===== config.mk =====
export PLATFORM = sky130hd
export DESIGN_NAME = tm1637_display_ctrl_flat
export DESIGN_NICKNAME = d
export VERILOG_FILES = /design/src/rtl/tm1637_pkg.sv /design/src/rtl/tm1637_display_ctrl_if.sv /design/src/rtl/tm1637_seg_decode.sv /design/src/rtl/tm1637_display_ctrl.sv /design/src/flat_wrapper.sv
export SDC_FILE = /design/constraint.sdc
export NUM_CORES = 1
export LEC_CHECK = 0
export CORE_MARGIN = 2
export CORE_UTILIZATION = 56
export DETAILED_ROUTE_END_ITERATION = 16
export GPL_TIMING_DRIVEN = 0
export PLACE_DENSITY = 0.81
export SKIP_LAST_GASP = 1
export SYNTH_ARGS = -nofsm -noshare
export SYNTH_HDL_FRONTEND = slang
export SYNTH_HIERARCHICAL = 1
export SYNTH_SLANG_ARGS = --single-unit
export TNS_END_PERCENT = 30

===== constraint.sdc =====
create_clock -name clk -period 3.15 [get_ports clk]
set_input_delay 0.7875 -clock clk [delete_from_list [all_inputs] [get_ports clk]]
set_output_delay 0.7875 -clock clk [all_outputs]
set_load 0.1 [all_outputs]

===== src/rtl/tm1637_pkg.sv =====
`default_nettype none
// ============================================================================
// Module   : tm1637_pkg
// Brief    : Shared constants, FSM encoding and hex-to-segment table for the
//            TM1637 display refresh controller.
// Revision : 1.0  initial release
// ============================================================================
package tm1637_pkg;

  localparam logic [7:0] CMD_DATA_AUTOINC = 8'h40;
  localparam logic [7:0] CMD_ADDR0        = 8'hC0;
  localparam logic [7:0] CMD_DISPCTRL     = 8'h80;

  localparam logic [2:0] IDLE   = 3'd0;
  localparam logic [2:0] LOAD   = 3'd1;
  localparam logic [2:0] STROBE = 3'd2;
  localparam logic [2:0] ACK    = 3'd3;
  localparam logic [2:0] DRAIN  = 3'd4;
  localparam logic [2:0] GAP    = 3'd5;
  localparam logic [2:0] DONE   = 3'd6;

  localparam logic [2:0] LAST_BYTE_IDX = 3'd6;

  // Entry n is the segment pattern for hex digit n (bit0=a .. bit6=g, DP=0).
  localparam logic [15:0][7:0] HEX_SEG_TABLE = {
    8'h71, 8'h79, 8'h5E, 8'h39, 8'h7C, 8'h77, 8'h6F, 8'h7F,
    8'h07, 8'h7D, 8'h6D, 8'h66, 8'h4F, 8'h5B, 8'h06, 8'h3F
  };

  typedef struct packed {
    logic [31:0] digits;
    logic [2:0]  brightness;
    logic        display_on;
  } snapshot_t;

  function automatic logic is_frame_end(input logic [2:0] idx);
    return (idx == 3'd0) || (idx == 3'd5) || (idx == LAST_BYTE_IDX);
  endfunction

endpackage
`default_nettype wire


===== src/rtl/tm1637_display_ctrl_if.sv =====
`default_nettype none
// ============================================================================
// Module   : tm1637_display_ctrl_if
// Brief    : Write-port bundle between the refresh controller and spi_master.
// Revision : 1.0  initial release
// ============================================================================
interface tm1637_display_ctrl_if;
  logic [7:0] spi_data;
  logic       spi_wr;
  logic       spi_buffempty;
  logic       spi_ss;
  logic [2:0] spi_prescaller;
  logic       spi_lsbfirst;
  logic [1:0] spi_mode;

  modport master (
    output spi_data, spi_wr, spi_prescaller, spi_lsbfirst, spi_mode,
    input  spi_buffempty, spi_ss
  );

  modport slave (
    input  spi_data, spi_wr, spi_prescaller, spi_lsbfirst, spi_mode,
    output spi_buffempty, spi_ss
  );
endinterface
`default_nettype wire


===== src/rtl/tm1637_seg_decode.sv =====
`default_nettype none
// ============================================================================
// Module   : tm1637_seg_decode
// Brief    : Combinational hex nibble to TM1637 7-segment byte (DP off).
// Revision : 1.0  initial release
// ============================================================================
module tm1637_seg_decode
  import tm1637_pkg::*;
(
  input  wire logic [3:0] nibble,
  output logic      [7:0] seg
);
  assign seg = HEX_SEG_TABLE[nibble];
endmodule
`default_nettype wire


===== src/rtl/tm1637_display_ctrl.sv =====
`default_nettype none
// ============================================================================
// Module   : tm1637_display_ctrl
// Brief    : Sequences the 3-frame TM1637 refresh through spi_master, on a
//            start pulse or a periodic tick. Macro TM1637_HEX_DECODE_EN
//            selects hex-nibble decoding of digits[15:0].
// Revision : 1.0  initial release
// ============================================================================
module tm1637_display_ctrl
  import tm1637_pkg::*;
#(
  parameter logic [2:0]  PRESCALER      = 3'd4,
  parameter logic [31:0] REFRESH_CYCLES = 32'd0,
  parameter logic [15:0] FRAME_GAP      = 16'd8,
  parameter logic [31:0] TIMEOUT_CYCLES = 32'd100000
) (
  input  wire logic        clk,
  input  wire logic        rst,
  input  wire logic        start,
  input  wire logic [31:0] digits,
  input  wire logic [2:0]  brightness,
  input  wire logic        display_on,
  output logic             busy,
  output logic             done,
  output logic             err,
  tm1637_display_ctrl_if.master spi
);

  logic [2:0]      r_state;
  logic [2:0]      r_idx;
  logic [31:0]     r_wait_cnt;
  logic [31:0]     r_refresh_cnt;
  logic            r_pending;
  snapshot_t       r_snap;
  logic [7:0]      r_spi_data;
  logic            r_spi_wr;
  logic            r_busy;
  logic            r_done;
  logic            r_err;

  logic            w_tick;
  logic            w_trigger;
  logic            w_timeout;
  logic            w_gap_over;
  logic [3:0][7:0] w_seg;
  logic [7:0]      w_byte;

  assign spi.spi_data       = r_spi_data;
  assign spi.spi_wr         = r_spi_wr;
  assign spi.spi_prescaller = PRESCALER;
  assign spi.spi_lsbfirst   = 1'b1;
  assign spi.spi_mode       = 2'b11;
  assign busy               = r_busy;
  assign done               = r_done;
  assign err                = r_err;

  // Free-running period counter; held at zero when auto-refresh is disabled.
  assign w_tick = (REFRESH_CYCLES != 32'd0) &&
                  (r_refresh_cnt == REFRESH_CYCLES - 32'd1);

  always_ff @(posedge clk) begin
    if (rst || (REFRESH_CYCLES == 32'd0) || w_tick) begin
      r_refresh_cnt <= 32'd0;
    end else begin
      r_refresh_cnt <= r_refresh_cnt + 32'd1;
    end
  end

`ifdef TM1637_HEX_DECODE_EN
  for (genvar i = 0; i < 4; i++) begin : g_hex_decode
    tm1637_seg_decode u_seg_decode (
      .nibble (r_snap.digits[4*i +: 4]),
      .seg    (w_seg[i])
    );
  end
  logic w_unused_hi;
  assign w_unused_hi = ^r_snap.digits[31:16];
`else
  for (genvar i = 0; i < 4; i++) begin : g_raw_seg
    assign w_seg[i] = r_snap.digits[8*i +: 8];
  end
`endif

  always_comb begin
    w_byte = CMD_DATA_AUTOINC;
    case (r_idx)
      3'd0:    w_byte = CMD_DATA_AUTOINC;
      3'd1:    w_byte = CMD_ADDR0;
      3'd2:    w_byte = w_seg[0];
      3'd3:    w_byte = w_seg[1];
      3'd4:    w_byte = w_seg[2];
      3'd5:    w_byte = w_seg[3];
      default: w_byte = CMD_DISPCTRL | {4'b0000, r_snap.display_on, r_snap.brightness};
    endcase
  end

  assign w_trigger  = start || w_tick || r_pending;
  assign w_timeout  = (r_wait_cnt + 32'd1) >= TIMEOUT_CYCLES;
  assign w_gap_over = (r_wait_cnt + 32'd1) >= {16'd0, FRAME_GAP};

  always_ff @(posedge clk) begin
    if (rst) begin
      r_state    <= IDLE;
      r_idx      <= 3'd0;
      r_wait_cnt <= 32'd0;
      r_pending  <= 1'b0;
      r_snap     <= '0;
      r_spi_data <= 8'h00;
      r_spi_wr   <= 1'b0;
      r_busy     <= 1'b0;
      r_done     <= 1'b0;
      r_err      <= 1'b0;
    end else begin
      r_done     <= 1'b0;
      r_err      <= 1'b0;
      r_wait_cnt <= r_wait_cnt + 32'd1;
      if ((r_state != IDLE) && w_tick) begin
        r_pending <= 1'b1;
      end

      case (r_state)
        IDLE: begin
          r_wait_cnt <= 32'd0;
          if (w_trigger) begin
            r_snap    <= '{digits: digits, brightness: brightness, display_on: display_on};
            r_idx     <= 3'd0;
            r_pending <= 1'b0;
            r_busy    <= 1'b1;
            r_state   <= LOAD;
          end
        end
        LOAD: begin
          if (spi.spi_buffempty) begin
            r_spi_data <= w_byte;
            r_wait_cnt <= 32'd0;
            r_state    <= STROBE;
          end else if (w_timeout) begin
            r_err    <= 1'b1;
            r_spi_wr <= 1'b0;
            r_busy   <= 1'b0;
            r_state  <= IDLE;
          end
        end
        STROBE: begin
          r_spi_wr   <= 1'b1;
          r_wait_cnt <= 32'd0;
          r_state    <= ACK;
        end
        ACK: begin
          // buffempty dropping means spi_master has taken the byte.
          if (!spi.spi_buffempty) begin
            r_spi_wr   <= 1'b0;
            r_wait_cnt <= 32'd0;
            if (is_frame_end(r_idx)) begin
              r_state <= DRAIN;
            end else begin
              r_idx   <= r_idx + 3'd1;
              r_state <= LOAD;
            end
          end else if (w_timeout) begin
            r_err    <= 1'b1;
            r_spi_wr <= 1'b0;
            r_busy   <= 1'b0;
            r_state  <= IDLE;
          end
        end
        DRAIN: begin
          if (spi.spi_buffempty && spi.spi_ss) begin
            r_wait_cnt <= 32'd0;
            r_state    <= GAP;
          end else if (w_timeout) begin
            r_err    <= 1'b1;
            r_spi_wr <= 1'b0;
            r_busy   <= 1'b0;
            r_state  <= IDLE;
          end
        end
        GAP: begin
          if (w_gap_over) begin
            r_wait_cnt <= 32'd0;
            if (r_idx < LAST_BYTE_IDX) begin
              r_idx   <= r_idx + 3'd1;
              r_state <= LOAD;
            end else begin
              r_state <= DONE;
            end
          end
        end
        DONE: begin
          r_done     <= 1'b1;
          r_busy     <= 1'b0;
          r_wait_cnt <= 32'd0;
          r_state    <= IDLE;
        end
        default: begin
          r_spi_wr <= 1'b0;
          r_busy   <= 1'b0;
          r_state  <= IDLE;
        end
      endcase
    end
  end

endmodule
`default_nettype wire


===== src/flat_wrapper.sv =====
// flat-port wrapper written by rule: the top's interface ports become plain ports
module tm1637_display_ctrl_flat import tm1637_pkg::*;
#(
  parameter logic [2:0]  PRESCALER      = 3'd4,
  parameter logic [31:0] REFRESH_CYCLES = 32'd0,
  parameter logic [15:0] FRAME_GAP      = 16'd8,
  parameter logic [31:0] TIMEOUT_CYCLES = 32'd100000
)
  (clk, rst, start, digits, brightness, display_on, busy, done, err, spi_spi_data, spi_spi_wr, spi_spi_prescaller, spi_spi_lsbfirst, spi_spi_mode, spi_spi_buffempty, spi_spi_ss);
  tm1637_display_ctrl_if spi_i ();
  input  wire logic clk;
  input  wire logic rst;
  input  wire logic start;
  input  wire logic [31:0] digits;
  input  wire logic [2:0] brightness;
  input  wire logic display_on;
  output logic busy;
  output logic done;
  output logic err;
  output wire logic [$bits(spi_i.spi_data)-1:0] spi_spi_data;
  output wire logic [$bits(spi_i.spi_wr)-1:0] spi_spi_wr;
  output wire logic [$bits(spi_i.spi_prescaller)-1:0] spi_spi_prescaller;
  output wire logic [$bits(spi_i.spi_lsbfirst)-1:0] spi_spi_lsbfirst;
  output wire logic [$bits(spi_i.spi_mode)-1:0] spi_spi_mode;
  input wire logic [$bits(spi_i.spi_buffempty)-1:0] spi_spi_buffempty;
  input wire logic [$bits(spi_i.spi_ss)-1:0] spi_spi_ss;
  assign spi_spi_data = spi_i.spi_data;
  assign spi_spi_wr = spi_i.spi_wr;
  assign spi_spi_prescaller = spi_i.spi_prescaller;
  assign spi_spi_lsbfirst = spi_i.spi_lsbfirst;
  assign spi_spi_mode = spi_i.spi_mode;
  assign spi_i.spi_buffempty = spi_spi_buffempty;
  assign spi_i.spi_ss = spi_spi_ss;
  tm1637_display_ctrl #(.PRESCALER(PRESCALER), .REFRESH_CYCLES(REFRESH_CYCLES), .FRAME_GAP(FRAME_GAP), .TIMEOUT_CYCLES(TIMEOUT_CYCLES)) u_core (.clk(clk), .rst(rst), .start(start), .digits(digits), .brightness(brightness), .display_on(display_on), .busy(busy), .done(done), .err(err), .spi(spi_i));
endmodule

* After elaboration in Yosys (flattened, before gate mapping)
Cells that the tools add are included.
** Word-level totals
- Logic and storage cells :: 91
- Bits in registers :: 86
- Output and inout port bits :: 18
- Bits of input ports :: 41
** Cells by class
- $lt $le $gt $ge :: 3
- Add/subtract/negate cells :: 2
- Reductions and logical operators :: 15
- Eq/ne operators :: 20
- Bitwise operators :: 2
- Mux-type cells :: 38
** Operator list (count)
- $pmux W32 S5 :: 1
- $mux W32 :: 4
- $pmux W8 S6 :: 1
- $mux W3 :: 13
- $add A32 B1 Y32 const B :: 1
- $ge A32 B17 Y1 const B :: 1
- $ge A32 B4 Y1 const B :: 1
- $eq A3 B3 Y1 const B :: 6
- $pmux W3 S6 :: 1
- $mux W1 :: 14
- $eq A3 B2 Y1 const B :: 4
- $ne A2 B2 Y1 const B :: 5
- $pmux W1 S5 :: 2
- $pmux W3 S3 :: 1
- $eq A3 B1 Y1 const B :: 2
- $logic_not A3 Y1 :: 2
- $ne A2 B1 Y1 const B :: 3
- $reduce_and A2 Y1 :: 3
- $reduce_and A6 Y1 :: 1
- $reduce_or A3 Y1 :: 2
- $reduce_and A5 Y1 :: 1
- $add A3 B1 Y3 const B :: 1
- $lt A3 B3 Y1 const B :: 1
- $pmux W1 S3 :: 1
- other kinds (6) :: 8

* Logic depth before layout (Yosys ltp)
Gate-level depths: netlist of run 1.
- Depth in word-level cells :: 6
- Depth in mapped cells :: 11
- Gate-level depth less buffers :: 9

* Least setup slack after synthesis of run 1
Ideal clock, no wire load.
- Path type :: register -> register
- Start :: register u_core.r_wait_cnt[8]
- End :: register u_core.r_state[2]
- Stages on the path, launching flop included :: 10
- Setup time :: 0.074 ns
- Data arrival time :: 2.595 ns
- Data required time :: 3.076 ns
- Path buffers :: 1
- Path slack :: 0.481 ns
- Period minus slack after synthesis :: 2.669 ns
- Cells stage by stage :: dfxtp_1 -> buf_4 -> nand4_4 -> nor4_1 -> nand3_1 -> xor2_1 -> nand2_1 -> or4_1 -> or4_1 -> a31oi_1
** On the way
- Cells in the longest elaborated chain, start to end :: 5
** Ends and longest elaborated chain
- from (decl) :: line tm1637_display_ctrl.sv:31 : logic [31:0] r_wait_cnt;
- from (signal assigned) :: line tm1637_display_ctrl.sv:116 : r_wait_cnt <= r_wait_cnt + 32'd1;
- $add A32 B1 Y32 * :: line tm1637_display_ctrl.sv:98, tm1637_display_ctrl.sv:99
- $ge A32 B17 Y1 :: line tm1637_display_ctrl.sv:98 : assign w_timeout = (r_wait_cnt + 32'd1) >= TIMEOUT_CYCLES;
- $mux W3
- $mux W3, on equally long branches
- $pmux W3 S6
- to (signal assigned) :: line tm1637_display_ctrl.sv:103 : r_state <= IDLE;
- to (signal assigned) :: line tm1637_display_ctrl.sv:129 : r_state <= LOAD;
- to (signal assigned) :: line tm1637_display_ctrl.sv:136 : r_state <= STROBE;
- to (decl) :: line tm1637_display_ctrl.sv:29 : logic [2:0] r_state;
Every way passes the cells marked *; elsewhere a longest branch is shown, timed or not.
A chain may end at the register's enable or synchronous reset.

* Final worst setup path of run 1
- Start :: register u_core.r_wait_cnt[1]
- End :: register u_core.r_wait_cnt[21]
** On the way
- Cells in the longest elaborated chain, start to end :: 4
** Ends and longest elaborated chain
- $add A32 B1 Y32 * :: line tm1637_display_ctrl.sv:99, tm1637_display_ctrl.sv:116
- $ge A32 B4 Y1 :: line tm1637_display_ctrl.sv:99 : assign w_gap_over = (r_wait_cnt + 32'd1) >= {16'd0, FRAME_GAP};
- $mux W32 :: line tm1637_display_ctrl.sv:179 : if (w_gap_over) begin
- $pmux W32 S5 * :: line tm1637_display_ctrl.sv:121 : case (r_state)
Marks and branches as above.

==> summary.md, run 1 <==
| Metric | Value |
|---|---|
| Die span in x | 95.1 microns |
| Hold Startpoint | u_core/r_snap[2] |
| Drt total wl | 11800 microns |
| Fin. Hold Viols | 0 |
| Root buffer cell | clkbuf_8 |
| Worst EP arrival | 3.32 ns |
| TritonCTS clock tree | built |
| Hold WC Path Type | reg -> reg |
| IO Pins | 59 |
| #FFs+latches synth | 86 |
| Drt first pass iters | 6 |
| Clk network pwr share | between 20 and 30% |
| Finished layout cell area | between 5000 and 6000 sq um |
| Die Y | 95.1 microns |
| Seq pwr share | 48.1% |
| Largest net degree at the start of global routing | 18 |
| RePlAce Congestion | ~0.94 |
| Syn Inst Count | 574 |
| Outcome | completed |
| Post-DP Area | 5300 sq um |
| Initial DRC count | 286 |
| Longest Clk Path Bufs | 2 |
| Dpl cells | 733 |
| N_diodes | 0 |
| CP required | 3.44 ns |
| Vias | around 4400 |
| Core Footprint | 8130 sq um |
| WHS | 0.463 ns |
| RR Endpoint | u_core/r_wait_cnt[21] |
| Sink Count | 86 |
| Critical R2R Launch | u_core/r_wait_cnt[1] |
| R2R setup slack | between 0.1 and 0.15 ns |
| GRT Total Usage | 26.7% |
| Clock slew at reported path FFs | approximately 0.09 ns |
| Row count | 33 |
| Avg Inst Size Synth | 8.10 sq um |
| Crit. End Element | flop |
| Worst R2R Path Depth | 11 |
| Rel. slew slack | between 30% and 40% |
| Ys flop type | dfxtp_1 |
| Slew Viols, Final | 0 |
| Pwr per Cell Area | 446 nW/um^2 |
| Hold_buf cts | 0 |
| Critical-path maximum fanout | 10 |
| Number of buffers created by CTS | 9 |
| Setup crit end | u_core/r_wait_cnt[21] |
| Register area share after synthesis | 37.0% |
| Min cycle time layout | 3.03 ns |
| Clk_lat worst skew | 0.36 ns |
| Crit path kind | reg -> reg |
| DRC | 0 |
| Global-route wire length before repair | 18800 microns |
| Fill cell count | between 600 and 700 |
| Initial antenna violation count | 0 |
| Count of cell types in the netlist | 64 |
| VDD IR max | around 0.00029 V |
| Max-cap violations | 0 |
| Worst setup SP type | flop |
| Yosys warnings | 6 |
| Finish-stage setup viols | 0 |
| Vias in the first global route | 3896 |
| Antenna viol nets, final | 0 |
| Comb power frac | 22.0% |
| NetSw | 0.870 mW |
| Peak Freq | 330 MHz |
| Final Non-Filler Cells | 756 |
| Post-Syn Area | roughly 4600 sq um |
| Max H-tree Level | 3 |
| Vias per cell | 5.79 |
| Dpl hpwl | between 8000 and 9000 microns |
| EDFF count, synth | 0 |
| Initial Utilization | 57.2% |
| IO Port Bufs | 50 |
| Tcrit/Tclk final | between 90% and 100% |
| Cell Int Power | 1.63 mW |
| Switching Share | 34.8% |
| Tightest Pin Transition | 0.984 ns |
| Fraction of layout cells with a size suffix above 1 | 15.5% |
| Launch point of the worst path | u_core/r_wait_cnt[1] |
| Leak | between 1.5 and 2 nW |
| Nets | 694 |
| Drt wl/cell | roughly 16 microns |
| Gr ovfl total | 0 |
| Overall power | 2.50 mW |
| Clock skew | 0.00957 ns |
| Area Growth Syn to Fin | 20.9% |
| Die area | 9050 sq um |
| Async S/R FF share, synth | 0% |
-- flip-flops by register name (all words and copies together) (netlist names) --
| signal | flops |
|---|---|
| u_core/done | 1 |
| u_core/r_wait_cnt | 32 |
| u_core/err | 1 |
| u_core/r_snap | 4 |
| u_core/busy | 1 |
| u_core/spi.spi_wr | 1 |
| u_core/r_state | 3 |
| u_core/spi.spi_data | 8 |
| u_core/w_seg | 32 |
| u_core/r_idx | 3 |
-- per-layer routing --
layer  up-vias  global-route usage, %  wire [microns]
li1       2150                      -               -
met1      2011                   36.9            5410
met2       190                   42.1            5360
met3        26                   4.27             796
met4         0                   9.54             266
met5         -                      0               0
-- cell families after synthesis --
group,count (synthesis),synth area share (%)
xor gates and xnor gates,41,7.72
AOI/OAI and AO/OA,120,16.9
other,2,0.162
muxes,1,0.215
adders and majority gates,7,1.88
and+or+nand+nor,260,29.7
DFF,86,37.0
buffers and inverters,57,6.40
-- per-stage QoR --
step / worst slack (ns) / utilization [%] / setup TNS [ns]
after floorplan: 0.481 / - / 0
after global placement: -0.146 / 65.1 / -0.279
after detailed placement: -0.127 / 65.1 / -0.262
after CTS: -0.0118 / 67.9 / -0.0118
after global routing: -0.0499 / 69.1 / -0.786
final: 0.119 / 69.1 / 0
-- critical path, stage by stage, from the launching register on --
cell and delay [ns]:
dfxtp_1 0.44, ha_4 0.20, and4_1 0.24, buf_2 0.25, xnor2_1 0.15, a31oi_1 0.17
nor4b_1 0.40, nand4_1 0.23, nor4_4 0.42, o21bai_4 0.17, buf_6 0.19, nor2_2 0.10
-- cells in the final DEF (no fill, tap or decap), types with 3 or more instances in the layout --
| master | count |
|---|---|
| nand2_1 | 104 |
| dfxtp_1 | 85 |
| clkdlybuf4s50_1 | 50 |
| a21oi_1 | 50 |
| nor2_2 | 31 |
| nor2_1 | 26 |
| xnor2_1 | 23 |
| clkbuf_1 | 21 |
| nand3_1 | 21 |
| buf_4 | 19 |
| xor2_1 | 17 |
| o21ai_0 | 16 |
| nor3_1 | 11 |
| nand4_1 | 11 |
| a31oi_1 | 10 |
| clkbuf_8 | 9 |
| inv_1 | 8 |
| and3_1 | 8 |
| and2_1 | 7 |
| buf_2 | 7 |
| nor4_1 | 6 |
| a222oi_1 | 6 |
| ha_1 | 6 |
| conb_1 | 6 |
| buf_1 | 5 |
| a311oi_1 | 5 |
| buf_6 | 4 |
| nor4_4 | 4 |
| or4_1 | 4 |
| o22ai_1 | 4 |
| or3_1 | 4 |
| a211oi_1 | 4 |
| inv_6 | 3 |
| o211ai_1 | 3 |
| nor2b_1 | 3 |
-- power by group through the flow --
stage	Sequential [mW]	Clock, mW	Combinational [mW]
6_report	1.20	0.748	0.552
5_1_grt	1.21	0.803	0.597
4_1_cts	1.20	0.761	0.546
3_5_place_dp	1.23	0	0.543
3_3_place_gp	1.22	0	0.537
2_1_floorplan	1.33	0	0.280
-- area by class of cell --
type | count | area, sq um | share of cell area [%]
inverters | 8 | 30.0 | 0.534
well taps | 105 | 131 | 2.34
repair buffers | 57 | 553 | 9.84
clock buffers | 9 | 124 | 2.20
clock inverters | 7 | 67.6 | 1.20
flip-flops and latches | 86 | 1720 | 30.7
plain buffers | 49 | 268 | 4.76
multi-input cells | 435 | 2720 | 48.5
-- how the worst min path moves through the flow --
stage / cells after the start / to
floorplan: 2 / u_core/w_seg[0]
global placement: 2 / u_core/w_seg[24]
detailed placement: 2 / u_core/w_seg[25]
CTS: 2 / u_core/w_seg[25]
global route: 2 / u_core/w_seg[20]
finish: 2 / u_core/r_snap[2]
-- timing repair --
action / CTS / global route
pin swaps: 1 / 3
endpoints found under the setup margin: 34 / 39
gates resized for setup: 2 / 12
buffers inserted: 3 / 4
hold endpoints to repair: 0 / 0
-- cell usage after synthesis, drive strengths merged (3+ instances only) --
cell type / count / area (sq um)
nor3: 12 / 60.1
ha: 7 / 87.6
or4: 5 / 37.5
clkbuf: 21 / 78.8
buf: 28 / 189
dfxtp: 86 / 1720
a311oi: 5 / 43.8
or3: 4 / 25.0
xnor2: 23 / 201
nor4b: 3 / 41.3
a31oi: 11 / 75.1
nor2: 57 / 289
o21ai: 16 / 80.1
xor2: 18 / 158
inv: 8 / 30.0
a211oi: 4 / 30.0
a21oi: 50 / 250
nor4: 10 / 98.8
o211ai: 4 / 35.0
nand2: 104 / 390
and4: 4 / 40.0
and2: 7 / 43.8
nand4: 13 / 103
nor2b: 3 / 18.8
nand3: 23 / 128
a222oi: 6 / 60.1
and3: 8 / 50.1
o22ai: 4 / 25.0
(Power assumes the default switching activity.)
==> run 2: changes to the inputs <==
Settings changed: SLEW_MARGIN set to 25.
==> results of run 2 <==
The final DEF is identical to that of run 1; final timing and power are the same.
==> run 3: changes to the inputs <==
Settings changed: CORE_MARGIN 2 to 1, SLEW_MARGIN 25 to 20.
==> run 3 against run 2 <==
  * Clock-buffer cell count unchanged
  * Global-route usage is 1.5 points higher
  * Fmax is 2.4% lower
  * First-iteration DRC count is 5.6% lower
  * Die area is 4.2% lower
  * Sequential power is essentially flat
  * Sequential share of layout area is 0.059 points lower
  * Clock skew rose by 0.0053 ns
  * Non-clock buffer count up 1
  * Largest cell class unchanged
==> summary.md, run 3 (synthesis gave the netlist of run 1 again) <==
| Metric | Value |
|---|---|
| Critical R2R Launch | u_core/r_wait_cnt[0] |
| TritonCTS clock tree | built |
| Slew Viols, Final | 0 (unchanged) |
| Pwr per Cell Area | 460 nW/um^2 (+3.2%) |
| Die Y | 93.1 microns (-2.1%) |
| WHS | 0.464 ns (+0.00126 ns) |
| IO Pins | 59 (unchanged) |
| Leak | 1.98 nW (+0.13%) |
| DRC | 0 (unchanged) |
| Hold WC Path Type | reg -> reg |
| RePlAce Congestion | 0.898 (-4.2%) |
| CP required | 3.44 ns (about the same) |
| Critical-path top delay cell | or4_1 |
| Hold_buf cts | 0 (unchanged) |
| Sink Count | 86 (unchanged) |
| Longest Clk Path Bufs | 2 (unchanged) |
| RR Endpoint | u_core/r_state[2] |
| Tightest Pin Transition | 0.985 ns (+0.000825 ns) |
| Outcome | completed |
| TNS Setup | 0 ns (unchanged) |
| Vias in the first global route | 4135 (+6.1%) |
| Drt wl/cell | 16.1 microns (+2.9%) |
| Worst path top cell family by delay | simple AND/OR/NAND/NOR gates |
| Min setup slack post-route | 0.0452 ns (-0.0734 ns) |
| Worst R2R Path Depth | 9 (-2) |
| Worst setup SP type | flop |
| Rel. slew slack | 34.1% (+0.43 points) |
| Largest net degree at the start of global routing | 18 (unchanged) |
| Worst path most repeated cell | or4_1 |
| Overall power | 2.59 mW (+3.5%) |
| Crit. End Element | flop |
| Dpl hpwl | 8590 microns (+0.48%) |
| Number of buffers created by CTS | 9 (unchanged) |
| Drt total wl | 12100 microns (+2.6%) |
| Min cycle time layout | 3.10 ns (+0.0734 ns) |
| VDD IR max | 0.000305 V (+5.9%) |
| Sequential Area | 1720 sq um (about the same) |
| Die span in x | 93.1 microns (-2.1%) |
| Worst path bufs/invs | 0 (-2) |
| Drt first pass iters | 5 (-1) |
| R2R setup slack | 0.05 ns (-0.07 ns) |
| Crit path kind | reg -> reg |
| Pre-CTS setup slack | -0.151 ns (-0.0248 ns) |
| Fraction of layout cells with a size suffix above 1 | 15.6% (+0.13 points) |
| Hold Path Depth | 2 (unchanged) |
| Peak Freq | 322 MHz (-2.4%) |
| Hold Startpoint | u_core/w_seg[5] |
| Finish-stage setup viols | 0 (unchanged) |
| Antenna viol nets, final | 0 (unchanged) |
| Fill cell count | 618 (-5.9%) |
| Area Growth Syn to Fin | 21.2% |
| IO Port Bufs | 50 (unchanged) |
| Most frequent cells in the layout | nand2_1 (104), dfxtp_1 (84), clkdlybuf4s50_1 (50), a21oi_1 (50), nor2_2 (30) |
| Initial Utilization | 58.9% (+1.8 points) |
| Finished Core Util | 71.4% (+2.3 points) |
| Nets | 695 (+0.14%) |
| Critical Path, Cell by Cell | ha_4 > nand4_1 > nor3_4 > nand3_1 > mux2i_2 > nand2_1 > or4_1 > or4_1 > a31oi_1 |
| Vias per cell | 6.03 (+4.1%) |
| Clk_lat worst skew | 0.36 ns (about the same) |
| Root buffer cell | clkbuf_8 |
| Worst EP arrival | 3.40 ns (+0.08 ns) |
| Area of the multi-input gates | 2710 sq um (-0.37%) |
| Clock slew at reported path FFs | 0.10 ns (about the same) |
| Largest stage delay on the critical path | 0.58 ns (+0.14 ns) |
| GRT Total Usage | 28.2% (+1.5 points) |
| Gr ovfl total | 0 (unchanged) |
| Critical-path maximum fanout | 5 (-5) |
| Core Footprint | 7890 sq um (-3.0%) |
| Initial antenna violation count | 0 (unchanged) |
| Hold Path Sink | u_core/w_seg[5] |
| N_diodes | 0 (unchanged) |
| Global-route wire length before repair | 19300 microns (+2.9%) |
| Tcrit/Tclk final | 98.6% (+2.3 points) |
| Most common cell after layout, fill and taps aside | nand2_1 |
| Max H-tree Level | 3 (unchanged) |
| Row count | 32 (-3.0%) |
| Clock skew | 0.0148 ns (+0.00528 ns) |
| Fin. Hold Viols | 0 (unchanged) |
| Max-cap violations | 0 (unchanged) |
| Initial DRC count | 270 (-5.6%) |
| Die area | 8670 sq um (-4.2%) |
| Vias | 4544 (+3.8%) |
[run 3: cell types whose count changed in the layout (fill, tap and decap cells not counted), sizes merged]
cell      change
buf           +1
bufinv        +1
clkinvlp      +1
clkinv        -3
inv           +1
[run 3: worst reg2reg max path: cells and delay by family (launching register included)]
kind	cells	cell delay [ns]
flops	1	0.42
compound gates	1	0.19
fa+ha+maj	1	0.19
mux	1	0.27
simple gates	6	1.97
[run 3: through the flow]
step | cells | area (sq um)
after floorplan | 578 | 4660
after global placement | 730 | 5290
after detailed placement | 730 | 5290
after CTS | 747 | 5530
after global routing | 754 | 5640
final | 754 | 5640
[run 3: power breakdown]
part	switching (mW)	total, mW	leakage [nW]	internal (mW)
clock network	0.452	0.838	0.102	0.386
logic	0.376	0.548	1.18	0.172
registers	0.0482	1.21	0.700	1.16
[run 3: cell type report]
class / instances / area share, %
clock inverter: 7 / 1.55
inverter: 8 / 0.533
multi-input combinational: 435 / 48.2
clock buffer: 9 / 2.20
tap: 102 / 2.26
sequential: 86 / 30.6
buffer: 49 / 4.75
timing repair buffer: 58 / 9.95
[run 3: what timing repair did]
action / CTS / global route
pin swaps: 2 / 4
resized for setup: 3 / 10
setup endpoints to repair: 35 / 39
setup buffers: 1 / 7
[run 3: per-layer routing]
metal  GRT usage [%]  up-vias  part of all wire (%)
met2            45.8      215                    47
met1            38.3     2154                    43
li1                -     2149                     -
met4            10.1        0                   2.2
met5               0        -                     0
met3            3.50       26                   7.0
[run 3: how the worst max path moves through the flow]
stage	startpoint	endpoint	slack, ns	cells after the start
final	u_core/r_wait_cnt[0]	u_core/r_state[2]	0.05	9
after global routing	u_core/r_wait_cnt[8]	u_core/r_state[2]	-0.06	10
after CTS	u_core/r_wait_cnt[8]	u_core/r_state[2]	0.01	9
after detailed placement	u_core/r_wait_cnt[0]	u_core/r_state[2]	-0.15	9
after global placement	u_core/r_wait_cnt[0]	u_core/r_state[2]	-0.13	9
after floorplan	u_core/r_wait_cnt[8]	u_core/r_state[2]	0.48	9
